$ cat config.mk
export PLATFORM = sky130hd
export DESIGN_NAME = spi_sample_averager
export DESIGN_NICKNAME = d
export VERILOG_FILES = /design/src/rtl/spi_sample_averager.sv
export SDC_FILE = /design/constraint.sdc
export NUM_CORES = 1
export LEC_CHECK = 0
export ABC_AREA = 0
export CAP_MARGIN = 25
export CORE_MARGIN = 4
export CORE_UTILIZATION = 58
export DETAILED_ROUTE_END_ITERATION = 10
export PLACE_DENSITY_LB_ADDON = 0.25
export SLEW_MARGIN = 10
export SYNTH_ARGS = -nofsm -noshare
export SYNTH_HDL_FRONTEND = slang
export SYNTH_SLANG_ARGS = --single-unit
$ cat constraint.sdc
create_clock -name clk -period 2.9 [get_ports clk]
set_input_delay 0.435 -clock clk [delete_from_list [all_inputs] [get_ports clk]]
set_output_delay 0.435 -clock clk [all_outputs]
set_load 0.05 [all_outputs]
$ cat src/rtl/spi_sample_averager.sv
// rtl/spi_sample_averager.sv - fixed-rate SPI sample reader producing a 2^AVG_LOG2 mean
//
// Purpose:
//   Issues a read request to the 16-bit SPI read master every SAMPLE_PERIOD
//   clocks. It accumulates 2^AVG_LOG2 unsigned samples and offers the
//   truncated mean on a valid/ready port. The SPI master runs on its own
//   divided SCLK, so d_ready is synchronized into clk before use.
//
// Ports:
//   clk          system clock
//   rst_l        asynchronous active-low reset
//   enable       run periodic sampling while high
//   rd           read request to the SPI master
//   d_ready      SPI master data-ready (asynchronous to clk)
//   d            SPI master data, stable while d_ready is high
//   avg_valid    average available
//   avg_ready    downstream accepts the average
//   avg_data     averaged sample
//   timeout_err  sticky flag: a request was aborted for lack of d_ready
//   clear_err    synchronous clear of timeout_err (a simultaneous set wins)

module spi_sample_averager #(
  parameter int DATA_W         = 16,
  parameter int AVG_LOG2       = 3,
  parameter int SAMPLE_PERIOD  = 50000,
  parameter int TIMEOUT_CYCLES = 100000
) (
  input  logic              clk,
  input  logic              rst_l,
  input  logic              enable,
  output logic              rd,
  input  logic              d_ready,
  input  logic [DATA_W-1:0] d,
  output logic              avg_valid,
  input  logic              avg_ready,
  output logic [DATA_W-1:0] avg_data,
  output logic              timeout_err,
  input  logic              clear_err
);

  localparam int ACC_W  = DATA_W + AVG_LOG2;
  localparam int CNT_W  = AVG_LOG2 + 1;
  localparam int TICK_W = (SAMPLE_PERIOD > 1) ? $clog2(SAMPLE_PERIOD) : 1;
  localparam int TMO_W  = (TIMEOUT_CYCLES > 1) ? $clog2(TIMEOUT_CYCLES) : 1;

  localparam logic [CNT_W-1:0]  CNT_FULL  = CNT_W'(1 << AVG_LOG2);
  localparam logic [TICK_W-1:0] TICK_LAST = TICK_W'(SAMPLE_PERIOD - 1);
  localparam logic [TMO_W-1:0]  TMO_LAST  = TMO_W'(TIMEOUT_CYCLES - 1);

  typedef enum logic [2:0] {
    IDLE,
    WAIT_TICK,
    REQ,
    CAPTURE,
    ACK,
    OUT
  } state_t;

  state_t state;
  state_t state_next;

  // d_ready synchronizer
  logic dr_meta;
  logic dr_s;

  logic [TICK_W-1:0] tick;
  logic [TMO_W-1:0]  tmo;
  logic [ACC_W-1:0]  acc;
  logic [CNT_W-1:0]  cnt;

  // Datapath strobes decoded by the next-state logic
  logic tick_clr;
  logic tick_inc;
  logic tmo_clr;
  logic tmo_inc;
  logic acc_clr;
  logic acc_add;
  logic avg_load;
  logic avg_drop;
  logic err_set;
  logic rd_next;

  always_ff @(posedge clk or negedge rst_l) begin
    if (!rst_l) begin
      dr_meta <= 1'b0;
      dr_s    <= 1'b0;
    end else begin
      dr_meta <= d_ready;
      dr_s    <= dr_meta;
    end
  end

  always_ff @(posedge clk or negedge rst_l) begin
    if (!rst_l) begin
      state <= IDLE;
    end else begin
      state <= state_next;
    end
  end

  always_comb begin
    state_next = state;
    tick_clr   = 1'b0;
    tick_inc   = 1'b0;
    tmo_clr    = 1'b0;
    tmo_inc    = 1'b0;
    acc_clr    = 1'b0;
    acc_add    = 1'b0;
    avg_load   = 1'b0;
    avg_drop   = 1'b0;
    err_set    = 1'b0;

    case (state)
      IDLE: begin
        if (enable) begin
          tick_clr   = 1'b1;
          state_next = WAIT_TICK;
        end
      end

      WAIT_TICK: begin
        if (!enable) begin
          acc_clr    = 1'b1;
          state_next = IDLE;
        end else if (tick == TICK_LAST) begin
          // A still-high dr_s is stale, left over from an aborted request.
          // Hold at expiry until it clears so it is never taken as new data.
          if (!dr_s) begin
            tmo_clr    = 1'b1;
            state_next = REQ;
          end
        end else begin
          tick_inc = 1'b1;
        end
      end

      REQ: begin
        if (dr_s) begin
          state_next = CAPTURE;
        end else if (tmo == TMO_LAST) begin
          err_set    = 1'b1;
          acc_clr    = 1'b1;
          tick_clr   = 1'b1;
          state_next = WAIT_TICK;
        end else begin
          tmo_inc = 1'b1;
        end
      end

      CAPTURE: begin
        // d has been stable for at least the two synchronizer cycles
        acc_add    = 1'b1;
        state_next = ACK;
      end

      ACK: begin
        if (!dr_s) begin
          if (!enable) begin
            // A stop request during a transaction drops the partial mean
            acc_clr    = 1'b1;
            state_next = IDLE;
          end else if (cnt == CNT_FULL) begin
            avg_load   = 1'b1;
            acc_clr    = 1'b1;
            state_next = OUT;
          end else begin
            tick_clr   = 1'b1;
            state_next = WAIT_TICK;
          end
        end
      end

      OUT: begin
        // Sampling stalls here until the pending average is taken
        if (avg_ready) begin
          avg_drop   = 1'b1;
          tick_clr   = 1'b1;
          state_next = enable ? WAIT_TICK : IDLE;
        end
      end

      default: begin
        state_next = IDLE;
      end
    endcase
  end

  // rd is registered from the next state, so it is glitch-free and is
  // cleared at once by the asynchronous reset.
  assign rd_next = (state_next == REQ) || (state_next == CAPTURE);

  always_ff @(posedge clk or negedge rst_l) begin
    if (!rst_l) begin
      rd          <= 1'b0;
      tick        <= '0;
      tmo         <= '0;
      acc         <= '0;
      cnt         <= '0;
      avg_valid   <= 1'b0;
      avg_data    <= '0;
      timeout_err <= 1'b0;
    end else begin
      rd <= rd_next;

      if (tick_clr) begin
        tick <= '0;
      end else if (tick_inc) begin
        tick <= tick + 1'b1;
      end

      if (tmo_clr) begin
        tmo <= '0;
      end else if (tmo_inc) begin
        tmo <= tmo + 1'b1;
      end

      if (acc_clr) begin
        acc <= '0;
        cnt <= '0;
      end else if (acc_add) begin
        acc <= acc + ACC_W'(d);
        cnt <= cnt + 1'b1;
      end

      if (avg_load) begin
        avg_data  <= DATA_W'(acc >> AVG_LOG2);
        avg_valid <= 1'b1;
      end else if (avg_drop) begin
        avg_valid <= 1'b0;
      end

      if (err_set) begin
        timeout_err <= 1'b1;
      end else if (clear_err) begin
        timeout_err <= 1'b0;
      end
    end
  end

endmodule

==> run metrics <==
outcome=finished clean; final hold violations=0; Port-buffer cells=40; top cell type by total area after synthesis=dfrtp_1; Die Height=95.2 microns; Syn Inst Count=449; clock skew=approximately 0.0080 ns; grt ovf=0; DRT antenna net count=0; mux cell area share after synthesis=about 4.5%; Top FF cell, synth=dfrtp_1; post-synthesis simple-gate area fraction=about a fifth; Pwr per Cell Area=between 400 and 500 nW/um^2; final wirelength=9240 microns; clock slew at reported path FFs=0.08 ns; compound-gate portion of the synthesized area=~14%; RSZ-0062 raised after global routing=no; Chip Width=95.2 microns; largest family of logic cells by synthesized area=simple AND/OR/NAND/NOR gates; fmax=approximately 0.38 GHz; H-tree Lvls=3; 1st-pass router iterations=4; #FFs+latches synth=80; postcts setup bufs=0; Max Slew Vio Count=0; number of global-route vias before repair=3610; Via density=5.72; most common cell in the netlist=dfrtp_1; Vias=3446; hpwl dp=6620 microns; share of cells above drive strength 1=11.1%; ys async rst share=100%; Final nets=about 540; XOR/XNOR Fraction of Synth Area=around 7.3%; Max-slew headroom=a little under half; worst setup margin=0.236 ns; Area growth, synth to finish=17.6%; core area=7330 sq um; cts repair resizes=0; post-synthesis adder-cell area fraction=~6.1%; Initial Util=60.2%; Tcrit/Tclk final=91.9%; largest net degree at the start of global routing=81; total negative slack=0 ns; io pins=41; Startpoint Class=input port; Synth Area per Inst=9.82 sq um; root buffer cell=clkbuf_8; DRT iter0 DRCs=127; MaxCap Viol Count=0; worst path required time=3.09 ns; clk sinks=80; Skew-Pair Late Insertion Delay=around 0.35 ns; total track usage=22.4%; CTS tree=yes; CP Capture Type=flip-flop; # setup viols final=0; yosys warns=0; syn nets=492; post-DR wirelength/cell=about 15 microns; hold crit path type=in -> async; Num CTS Buffers=9; initial antenna violation count=0; maximum vdd drop=0.000282 V; sequential area share after synthesis=a little under half; critical path arrival=2.86 ns; cts hold-fix bufs=0; DP Worst Slack=-0.0901 ns; Mapped Area=4410 sq um; worst-margin pin slew=between 0.7 and 0.8 ns; top cell type's share of synthesized area=a little under half; maximum fanout along the worst path=5; Diodes inserted=0; DIE AREA=approximately 9100 sq um; Remaining DRCs=0; Clock Path Buffers=2; crit path kind=in -> reg; synth unique cells=between 50 and 60; row count=31; Tmin final=2.66 ns; Commonest cells post-synth=dfrtp_1 (80), nand2_1 (53), nor2_1 (40); routability cong.=between 0.8 and 0.9; Pleak=0.00234 uW; top area cells in the synthesized netlist=dfrtp_1 (45%), xor2_1 (6.0%), ha_1 (5.7%); global-route wire length before repair=16000 microns; RR Startpoint=acc[3]; CP startpoint=d[4]; number of synthesized flops with an enable pin=0
## flip-flops by register name, summed over array words and instances, names as in the netlist
signal / cells
rd: 1
tmo: 17
state: 3
dr_s: 1
cnt: 4
dr_meta: 1
avg_data: 16
avg_valid: 1
tick: 16
timeout_err: 1
acc: 19
## power breakdown
| group | switching, uW | internal (uW) | leakage [uW] | total, uW |
|---|---|---|---|---|
| logic | 254 | 181 | 0.00120 | 434 |
| registers | 89.8 | 1170 | 0.00104 | 1260 |
| clock network | 401 | 486 | 0.000104 | 887 |
## cell families (layout without fill, tap and decap cells)
group | count (synthesis) | in the layout
compound gates | 98 | 98
xor+xnor | 37 | 37
fa+ha+maj | 21 | 21
buf+inv | 27 | 81
flops | 80 | 80
mux | 18 | 18
simple gates | 168 | 168
## worst max-delay path, stage by stage
cell,delay [ns]
clkdlybuf4s50_1,0.42
ha_1,0.35
and3_1,0.23
a2111oi_4,0.39
o221ai_1,0.20
a31oi_1,0.38
o21ai_0,0.20
xnor2_1,0.16
o22ai_1,0.09
## path summary, 6_finish.rpt
path	end	slack, ns	cells past startpoint
worst min-delay path	tmo[13]	0.05	1
worst max register to register	acc[15]	0.34	8
worst min register to register	dr_s	0.41	0
worst max-delay path	acc[15]	0.24	9
min in group clk	dr_s	0.41	0
max in group asynchronous	acc[16]	2.26	2
## cell type report
class	instances	area [sq um]
Clock buffer	11	131
Clock inverter	5	81.3
Fill cell	533	2140
Inverter	12	45.0
Multi-Input combinational cell	342	2300
Sequential cell	80	2000
Tap cell	99	124
Timing Repair Buffer	53	508
## routing by layer
| metal | vias up | track usage, % | routed length [microns] |
|---|---|---|---|
| met3 | 14 | 4.26 | 292 |
| met2 | 55 | 39.2 | 4830 |
| met4 | 0 | 7.57 | 130 |
| met1 | 1688 | 27.5 | 3990 |
| met5 | - | 0 | 0 |
| li1 | 1689 | - | - |
## stage by stage
stage	cells	util, %	power [uW]	instance area, sq um	hold slack, ns
2_1_floorplan	449	-	1560	4410	0.139
3_3_place_gp	585	67.6	1690	4950	0.393
3_5_place_dp	585	67.6	1710	4950	0.385
4_1_cts	601	70.5	2600	5170	0.282
5_1_grt	602	70.8	2720	5190	0.0698
6_report	602	70.8	2580	5190	0.0491
## layout by cell type (no fill, tap or decap), types with 2 or more instances in the layout
master,synthesis,routed
xnor2_1,7,7
nand4_1,16,16
nor2b_1,4,4
nor3_1,3,3
a211oi_1,2,2
nor2_1,40,40
a21oi_1,34,34
ha_1,20,20
buf_4,2,13
nand2b_1,5,5
nor4_4,2,2
mux2i_1,2,2
a21o_1,13,13
o21a_1,3,3
nand2_1,53,53
nand3_1,13,13
or3_1,7,7
and4_1,2,2
clkbuf_1,10,2
o21ai_1,4,4
o221ai_1,2,2
a31oi_1,5,5
clkbuf_8,0,9
mux2_2,16,16
or4bb_1,2,2
o21ai_0,21,21
xor2_1,30,30
clkdlybuf4s50_1,0,39
and3_1,8,8
dfrtp_1,80,80
bufinv_16,0,2
and2_1,3,3
o22ai_1,3,3
inv_1,11,11
o31a_1,2,2
No activity file was read; power rests on OpenSTA's default activity.
